===== config.mk =====
export PLATFORM = sky130hd
export DESIGN_NAME = axi2npu_wr_bridge_flat
export DESIGN_NICKNAME = d
export VERILOG_FILES = /design/src/rtl/axi2npu_wr_bridge_if.sv /design/src/rtl/axi2npu_wr_bridge.sv /design/src/flat_wrapper.sv
export SDC_FILE = /design/constraint.sdc
export NUM_CORES = 1
export LEC_CHECK = 0
export ABC_AREA = 1
export CAP_MARGIN = 20
export CORE_MARGIN = 10
export CORE_UTILIZATION = 49
export DETAILED_ROUTE_END_ITERATION = 10
export GPL_TIMING_DRIVEN = 1
export PLACE_DENSITY = 0.76
export SLEW_MARGIN = 0
export SYNTH_ARGS = -nofsm -noshare
export SYNTH_HDL_FRONTEND = slang
export SYNTH_SLANG_ARGS = --single-unit

===== constraint.sdc =====
create_clock -name clk -period 2.2 [get_ports clk]
set_clock_uncertainty 0.2 [all_clocks]
set_input_delay 0.33 -clock clk [delete_from_list [all_inputs] [get_ports clk]]
set_output_delay 0.33 -clock clk [all_outputs]
set_load 0.1 [all_outputs]

===== src/rtl/axi2npu_wr_bridge_if.sv =====
// Signal bundle between the accelerator AXI write port, the bridge and the NPU write channels.
// The bridge takes the slave view; the AXI master and NPU side take the master view.
interface axi2npu_wr_bridge_if #(
    parameter int DATA_W = 32,
    parameter int ID_W   = 4,
    parameter int NUM_CH = 2
);
    logic [ID_W-1:0]     acc_awid;
    logic [31:0]         acc_awaddr;
    logic [7:0]          acc_awlen;
    logic [2:0]          acc_awsize;
    logic [1:0]          acc_awburst;
    logic                acc_awvalid;
    logic                acc_awready;

    logic [DATA_W-1:0]   acc_wdata;
    logic [DATA_W/8-1:0] acc_wstrb;
    logic                acc_wlast;
    logic                acc_wvalid;
    logic                acc_wready;

    logic [ID_W-1:0]     acc_bid;
    logic [1:0]          acc_bresp;
    logic                acc_bvalid;
    logic                acc_bready;

    logic [NUM_CH-1:0]   npu_wr_sop;
    logic [NUM_CH-1:0]   npu_wr_eop;
    logic [NUM_CH-1:0]   npu_wr_vld;
    logic [DATA_W-1:0]   npu_wr_data;
    logic [NUM_CH-1:0]   npu_wr_err;

    modport slave (
        input  acc_awid, acc_awaddr, acc_awlen, acc_awsize, acc_awburst, acc_awvalid,
        output acc_awready,
        input  acc_wdata, acc_wstrb, acc_wlast, acc_wvalid,
        output acc_wready,
        output acc_bid, acc_bresp, acc_bvalid,
        input  acc_bready,
        output npu_wr_sop, npu_wr_eop, npu_wr_vld, npu_wr_data,
        input  npu_wr_err
    );

    modport master (
        output acc_awid, acc_awaddr, acc_awlen, acc_awsize, acc_awburst, acc_awvalid,
        input  acc_awready,
        output acc_wdata, acc_wstrb, acc_wlast, acc_wvalid,
        input  acc_wready,
        input  acc_bid, acc_bresp, acc_bvalid,
        output acc_bready,
        input  npu_wr_sop, npu_wr_eop, npu_wr_vld, npu_wr_data,
        output npu_wr_err
    );
endinterface


===== src/rtl/axi2npu_wr_bridge.sv =====
// AXI4 write slave that queues bursts, steers each one to an NPU write channel chosen by
// address bits, frames beats with SOP/EOP and returns one in-order B response per burst.
module axi2npu_wr_bridge #(
    parameter int DATA_W      = 32,
    parameter int ID_W        = 4,
    parameter int OUTSTANDING = 8,
    parameter int NUM_CH      = 2,
    parameter int CH_SEL_W    = 2,
    parameter int CH_LSB      = 28
) (
    input  logic               clk,
    input  logic               rst,
    axi2npu_wr_bridge_if.slave bus
);
    localparam int PTR_W = $clog2(OUTSTANDING);
    localparam int CNT_W = PTR_W + 1;
    localparam logic [CNT_W-1:0] DEPTH = CNT_W'(OUTSTANDING);

    localparam logic [1:0] RESP_OKAY   = 2'b00;
    localparam logic [1:0] RESP_SLVERR = 2'b10;
    localparam logic [1:0] RESP_DECERR = 2'b11;

    typedef enum logic {IDLE, BURST} state_t;

    typedef struct packed {
        logic [ID_W-1:0]     id;
        logic [CH_SEL_W-1:0] ch;
        logic [7:0]          len;
        logic                dec;
    } aw_entry_t;

    typedef struct packed {
        logic [ID_W-1:0] id;
        logic [1:0]      resp;
    } b_entry_t;

    // ---------------- AW queue ----------------
    aw_entry_t        aw_mem [OUTSTANDING];
    aw_entry_t        aw_in;
    logic [PTR_W-1:0] aw_wr_ptr, aw_rd_ptr;
    logic [CNT_W-1:0] aw_cnt;
    logic             aw_push, aw_pop;

    state_t           state, state_nxt;

    assign aw_in.id  = bus.acc_awid;
    assign aw_in.ch  = bus.acc_awaddr[CH_LSB +: CH_SEL_W];
    assign aw_in.len = bus.acc_awlen;
    assign aw_in.dec = (int'(aw_in.ch) >= NUM_CH);

    // A pop in the same cycle does not open a slot early.
    assign bus.acc_awready = (aw_cnt < DEPTH);
    assign aw_push         = bus.acc_awvalid && bus.acc_awready;
    assign aw_pop          = (state == IDLE) && (aw_cnt != '0);

    // NOTE: queue storage has no reset; the pointers and counts alone say which slots are valid.
    always_ff @(posedge clk) begin
        if (aw_push) aw_mem[aw_wr_ptr] <= aw_in;
    end

    // NOTE: all clocked state is written with non-blocking assignments only.
    always_ff @(posedge clk) begin
        if (rst) begin
            aw_wr_ptr <= '0;
            aw_rd_ptr <= '0;
            aw_cnt    <= '0;
        end else begin
            if (aw_push) aw_wr_ptr <= aw_wr_ptr + PTR_W'(1);
            if (aw_pop)  aw_rd_ptr <= aw_rd_ptr + PTR_W'(1);
            case ({aw_push, aw_pop})
                2'b10:   aw_cnt <= aw_cnt + CNT_W'(1);
                2'b01:   aw_cnt <= aw_cnt - CNT_W'(1);
                default: aw_cnt <= aw_cnt;
            endcase
        end
    end

    // ---------------- W burst engine ----------------
    aw_entry_t         cur;
    logic [7:0]        beat_cnt;
    logic              err_flag;
    logic [NUM_CH-1:0] ch_onehot;
    logic              err_now;
    logic              wready;
    logic              w_hs;
    logic              b_full;
    b_entry_t          b_in;

    always_ff @(posedge clk) begin
        if (rst) state <= IDLE;
        else     state <= state_nxt;
    end

    // NOTE: every output of this block gets a default first so no path infers a latch.
    always_comb begin
        state_nxt = state;
        wready    = 1'b0;
        case (state)
            IDLE: begin
                if (aw_cnt != '0) state_nxt = BURST;
            end
            BURST: begin
                wready = !b_full;
                if (bus.acc_wvalid && !b_full && bus.acc_wlast) state_nxt = IDLE;
            end
            default: state_nxt = IDLE;
        endcase
    end

    assign bus.acc_wready = wready;
    assign w_hs           = bus.acc_wvalid && wready;

    // Unmapped channels decode to an all-zero select, which also masks their error input.
    always_comb begin
        ch_onehot = '0;
        for (int i = 0; i < NUM_CH; i++) ch_onehot[i] = (int'(cur.ch) == i);
    end

    assign err_now = |(bus.npu_wr_err & ch_onehot);

    always_ff @(posedge clk) begin
        if (rst) begin
            cur      <= '0;
            beat_cnt <= '0;
            err_flag <= 1'b0;
        end else if (aw_pop) begin
            cur      <= aw_mem[aw_rd_ptr];
            beat_cnt <= '0;
            err_flag <= 1'b0;
        end else if (state == BURST) begin
            err_flag <= err_flag | err_now;
            if (w_hs && (beat_cnt != 8'hFF)) beat_cnt <= beat_cnt + 8'd1;
        end
    end

    always_comb begin
        b_in.id = cur.id;
        if (cur.dec)                                     b_in.resp = RESP_DECERR;
        else if (err_flag || err_now || beat_cnt != cur.len) b_in.resp = RESP_SLVERR;
        else                                             b_in.resp = RESP_OKAY;
    end

    // NPU outputs are single-cycle pulses registered from the W handshake.
    logic [NUM_CH-1:0] npu_vld, npu_sop, npu_eop;
    logic [DATA_W-1:0] npu_data;

    always_ff @(posedge clk) begin
        if (rst || !w_hs) begin
            npu_vld  <= '0;
            npu_sop  <= '0;
            npu_eop  <= '0;
            npu_data <= '0;
        end else begin
            npu_vld  <= ch_onehot;
            npu_sop  <= (beat_cnt == 8'd0) ? ch_onehot : '0;
            npu_eop  <= bus.acc_wlast ? ch_onehot : '0;
            npu_data <= cur.dec ? '0 : bus.acc_wdata;
        end
    end

    assign bus.npu_wr_vld  = npu_vld;
    assign bus.npu_wr_sop  = npu_sop;
    assign bus.npu_wr_eop  = npu_eop;
    assign bus.npu_wr_data = npu_data;

    // ---------------- B queue ----------------
    b_entry_t         b_mem [OUTSTANDING];
    b_entry_t         b_head;
    logic [PTR_W-1:0] b_wr_ptr, b_rd_ptr;
    logic [CNT_W-1:0] b_cnt;
    logic             b_push, b_pop, b_valid;

    assign b_push  = w_hs && bus.acc_wlast;
    assign b_valid = (b_cnt != '0);
    assign b_pop   = b_valid && bus.acc_bready;
    assign b_full  = (b_cnt == DEPTH);
    assign b_head  = b_mem[b_rd_ptr];

    assign bus.acc_bvalid = b_valid;
    assign bus.acc_bid    = b_valid ? b_head.id   : '0;
    assign bus.acc_bresp  = b_valid ? b_head.resp : '0;

    always_ff @(posedge clk) begin
        if (b_push) b_mem[b_wr_ptr] <= b_in;
    end

    always_ff @(posedge clk) begin
        if (rst) begin
            b_wr_ptr <= '0;
            b_rd_ptr <= '0;
            b_cnt    <= '0;
        end else begin
            if (b_push) b_wr_ptr <= b_wr_ptr + PTR_W'(1);
            if (b_pop)  b_rd_ptr <= b_rd_ptr + PTR_W'(1);
            case ({b_push, b_pop})
                2'b10:   b_cnt <= b_cnt + CNT_W'(1);
                2'b01:   b_cnt <= b_cnt - CNT_W'(1);
                default: b_cnt <= b_cnt;
            endcase
        end
    end

    // Burst type/size, byte strobes and the non-select address bits have no effect.
    logic unused_inputs;
    assign unused_inputs = ^{bus.acc_awsize, bus.acc_awburst, bus.acc_wstrb, bus.acc_awaddr};

endmodule

===== src/flat_wrapper.sv =====
// flat-port wrapper written by rule: the top's interface ports become plain ports
module axi2npu_wr_bridge_flat 
#(
    parameter int DATA_W      = 32,
    parameter int ID_W        = 4,
    parameter int OUTSTANDING = 8,
    parameter int NUM_CH      = 2,
    parameter int CH_SEL_W    = 2,
    parameter int CH_LSB      = 28
)
  (clk, rst, bus_acc_awid, bus_acc_awaddr, bus_acc_awlen, bus_acc_awsize, bus_acc_awburst, bus_acc_awvalid, bus_acc_awready, bus_acc_wdata, bus_acc_wstrb, bus_acc_wlast, bus_acc_wvalid, bus_acc_wready, bus_acc_bid, bus_acc_bresp, bus_acc_bvalid, bus_acc_bready, bus_npu_wr_sop, bus_npu_wr_eop, bus_npu_wr_vld, bus_npu_wr_data, bus_npu_wr_err);
  axi2npu_wr_bridge_if #(.DATA_W(DATA_W), .ID_W(ID_W), .NUM_CH(NUM_CH)) bus_i ();
  input  logic clk;
  input  logic rst;
  input wire logic [$bits(bus_i.acc_awid)-1:0] bus_acc_awid;
  input wire logic [$bits(bus_i.acc_awaddr)-1:0] bus_acc_awaddr;
  input wire logic [$bits(bus_i.acc_awlen)-1:0] bus_acc_awlen;
  input wire logic [$bits(bus_i.acc_awsize)-1:0] bus_acc_awsize;
  input wire logic [$bits(bus_i.acc_awburst)-1:0] bus_acc_awburst;
  input wire logic [$bits(bus_i.acc_awvalid)-1:0] bus_acc_awvalid;
  output wire logic [$bits(bus_i.acc_awready)-1:0] bus_acc_awready;
  input wire logic [$bits(bus_i.acc_wdata)-1:0] bus_acc_wdata;
  input wire logic [$bits(bus_i.acc_wstrb)-1:0] bus_acc_wstrb;
  input wire logic [$bits(bus_i.acc_wlast)-1:0] bus_acc_wlast;
  input wire logic [$bits(bus_i.acc_wvalid)-1:0] bus_acc_wvalid;
  output wire logic [$bits(bus_i.acc_wready)-1:0] bus_acc_wready;
  output wire logic [$bits(bus_i.acc_bid)-1:0] bus_acc_bid;
  output wire logic [$bits(bus_i.acc_bresp)-1:0] bus_acc_bresp;
  output wire logic [$bits(bus_i.acc_bvalid)-1:0] bus_acc_bvalid;
  input wire logic [$bits(bus_i.acc_bready)-1:0] bus_acc_bready;
  output wire logic [$bits(bus_i.npu_wr_sop)-1:0] bus_npu_wr_sop;
  output wire logic [$bits(bus_i.npu_wr_eop)-1:0] bus_npu_wr_eop;
  output wire logic [$bits(bus_i.npu_wr_vld)-1:0] bus_npu_wr_vld;
  output wire logic [$bits(bus_i.npu_wr_data)-1:0] bus_npu_wr_data;
  input wire logic [$bits(bus_i.npu_wr_err)-1:0] bus_npu_wr_err;
  assign bus_i.acc_awid = bus_acc_awid;
  assign bus_i.acc_awaddr = bus_acc_awaddr;
  assign bus_i.acc_awlen = bus_acc_awlen;
  assign bus_i.acc_awsize = bus_acc_awsize;
  assign bus_i.acc_awburst = bus_acc_awburst;
  assign bus_i.acc_awvalid = bus_acc_awvalid;
  assign bus_acc_awready = bus_i.acc_awready;
  assign bus_i.acc_wdata = bus_acc_wdata;
  assign bus_i.acc_wstrb = bus_acc_wstrb;
  assign bus_i.acc_wlast = bus_acc_wlast;
  assign bus_i.acc_wvalid = bus_acc_wvalid;
  assign bus_acc_wready = bus_i.acc_wready;
  assign bus_acc_bid = bus_i.acc_bid;
  assign bus_acc_bresp = bus_i.acc_bresp;
  assign bus_acc_bvalid = bus_i.acc_bvalid;
  assign bus_i.acc_bready = bus_acc_bready;
  assign bus_npu_wr_sop = bus_i.npu_wr_sop;
  assign bus_npu_wr_eop = bus_i.npu_wr_eop;
  assign bus_npu_wr_vld = bus_i.npu_wr_vld;
  assign bus_npu_wr_data = bus_i.npu_wr_data;
  assign bus_i.npu_wr_err = bus_npu_wr_err;
  axi2npu_wr_bridge #(.DATA_W(DATA_W), .ID_W(ID_W), .OUTSTANDING(OUTSTANDING), .NUM_CH(NUM_CH), .CH_SEL_W(CH_SEL_W), .CH_LSB(CH_LSB)) u_core (.clk(clk), .rst(rst), .bus(bus_i));
endmodule

==> impl_metrics.toml <==
[grt]
grt-busiest-layer = "met2"
met2_usage_pct = 28.1
grt_max_degree = 63
groute.usage.overall_pct = 16.2
use_met1_pct = 20.2
antenna_found_initial = 0
first_global_vias = 6736
grt_pass1_wl_um = 35200
overflow = 0
grt_use_met3_pct = 3.05

[route]
drt_first_iter_violations = 570
post-route-drc-count = 0
wire_per_inst_um = 16.5
routed_wl_um = 22500
avgViaCountPerCell = 5.20
via_count = 7081
drtAntennaViolNets = 0
drtPass1Iterations = 6

[timing]
hold_violations = 0
max_freq_mhz = 410
grt_setup_unrepaired = "yes"
finalCriticalPeriod_ps = 2440
worst_slack_ps = -241
worstMarginPinSlew_ps = 585
post-route-period-util_pct = 111
final-setup-viol-count = 6
drv_slew = 0
fin_hold_ws_ps = 121
relSlewSlack_pct = 61.0

[yosys]
yosys_warnings = 0
synth_edf_count = 168
ys_async_sr_fraction_pct = 0
synth.distinct_cells = 34
synth-seq-cells = 254
synthFlopType = "edfxtp_1"
seq_area_frac_synth_pct = 67.2
synth_cells = 937
synth_fp_nets = 1043
syn_area_sq_mm = 0.0101
avgSynthCellArea_sq_um = 10.7

[setup_path]
cp_max_fo = 4
critPathCaptureType = "output pin"
cp-start-kind = "flop"
crit_type = "reg -> out"
crit_arrival_ps = 1910
cp.required_ps = 1670

[placement]
place_area_sq_mm = 0.0118
dpl.hpwl_um = 14200
numPortBuffers = 100
place_inst = 1306
place_congestion = 0.811

[run_status]
status = "complete, but fails checks"
violations = "setup timing"

[clock_tree]
cts.sinks = 254
clkTransAtPathRegs_ps = 60
cts_tree = "built"
cts_buffer_depth = 3
cts_hold_buf = 0
worstSkewPairLatency_ps = 530
cts_htree_levels = 1
cts_root_buffer = "clkbuf_16"
cts_buffers = 26

[floorplanning]
num_rows = 52
start_util_pct = 49.8
ioPinCount = 140
core_area_sq_mm = 0.0202
die_width_um = 163
dieArea_sq_mm = 0.0267
die_h_um = 163

[layout]
instances_no_fill = 1363
final_nets = 1181
final_cell_mix = "177 x nor2_1, 168 x edfxtp_1, 101 x nand2_1"
layout_commonest_cell = "nor2_1"
syn2layout_area_growth_pct = 27.6
diodes = 0
drive_gt1_share_pct = 19.0
fin_area_sq_mm = 0.0128

[job]
max-cap-violations = 0

[power_and_ir_drop]
p_leak_uw = 0.00492
vdd_ir_drop_max_mv = 0.869
p_per_area_mw_per_mm2 = 1310

[hold_path]
hold_path.class = "in -> reg"
-- cells by family (layout without fill, tap and decap cells) --
family	count (synthesis)	count (layout)	share of synthesized area (%)
buffers and inverters	123	279	5.28
adder cells (fa/ha/maj)	13	13	1.69
AO/OA/AOI/OAI	176	176	9.74
flip-flops	254	254	67.2
AND/OR/NAND/NOR	359	359	15.0
XOR/XNOR	12	12	1.04
-- cells in the mapped netlist (6+ instances only) --
cell type    n  area (sq um)
ha_1        12           150
inv_1       76           285
o22ai_1      6          37.5
edfxtp_1   168          5040
buf_2       19          95.1
dfxtp_1     86          1720
o211ai_1    37           278
nand3_1     30           150
nor2_1     200           751
a21oi_1     26           130
o21ai_1      8          40.0
clkbuf_1    11          41.3
xor2_1       7          61.3
inv_2        7          26.3
o21ai_0     99           495
nand2_1    102           383
-- worst paths after layout --
check | start | to | slack (ps) | depth (start not counted)
setup / recovery | flop | bus_acc_bid[2] | -240 | 8
hold / removal | bus_acc_wdata[5] | u_core.bus.npu_wr_data[5] | 120 | 3
setup reg to reg | u_core.b_cnt[1] | u_core.b_cnt[2] | 90 | 12
hold reg to reg | u_core.cur[1] | u_core.cur[1] | 260 | 2
-- power by group --
part | internal [uW] | switching (uW) | leakage [uW] | total, uW
Combinational | 2220 | 4140 | 0.00227 | 6360
Sequential | 5740 | 366 | 0.00223 | 6110
Clock | 2570 | 1740 | 0.000414 | 4310
-- registers in the layout, summed over array words and instances, names as in the netlist, named ones only --
signal                  cells
u_core.aw_cnt               4
u_core.aw_mem             120
u_core.aw_rd_ptr            3
u_core.aw_wr_ptr            3
u_core.b_cnt                4
u_core.b_in                 4
u_core.b_mem               48
u_core.b_rd_ptr             3
u_core.b_wr_ptr             3
u_core.beat_cnt             8
u_core.bus.npu_wr_data     32
u_core.bus.npu_wr_eop       2
u_core.bus.npu_wr_sop       2
u_core.bus.npu_wr_vld       2
u_core.cur                 11
u_core.err_flag             1
u_core.state                1
-- per-stage QoR --
stage / util (%) / setup slack, ps / power (uW) / TNS, ps
global placement: 58.2 / -166 / 12000 / -389
global route: 63.5 / -323 / 17600 / -1770
CTS: 62.9 / -234 / 16700 / -1220
finish: 63.5 / -241 / 16800 / -1300
floorplan: - / -187 / 10300 / -641
detailed placement: 58.2 / -228 / 12200 / -628
-- critical path, cell delays in order, from the launching register on --
cell,delay [ps]
dfxtp_2,330
buf_6,130
buf_12,120
buf_12,120
o21ai_1,170
o22ai_2,130
nor2_2,170
nor2_4,60
buf_12,160
-- cell type report --
cell class	instances	area, sq um
clock buffer	35	737
clock inverter	11	101
fill	1531	7390
inverter	83	320
multi-input combinational	560	3000
sequential	254	6780
tap	270	338
timing repair buffer	150	1570
-- what timing repair did --
action                                  CTS  global route
resized for setup                        22            22
pin swaps                                12            19
setup buffers                             5             6
endpoints found under the setup margin    7             9
hold endpoints to repair                  0             0
-- metal layers --
layer	vias to the layer above	part of all wire [%]
met4	0	2.0
met1	3340	41
met2	242	50
met5	-	0
met3	35	7.2
li1	3464	-
Note: power is estimated with default switching activity, not from simulation.
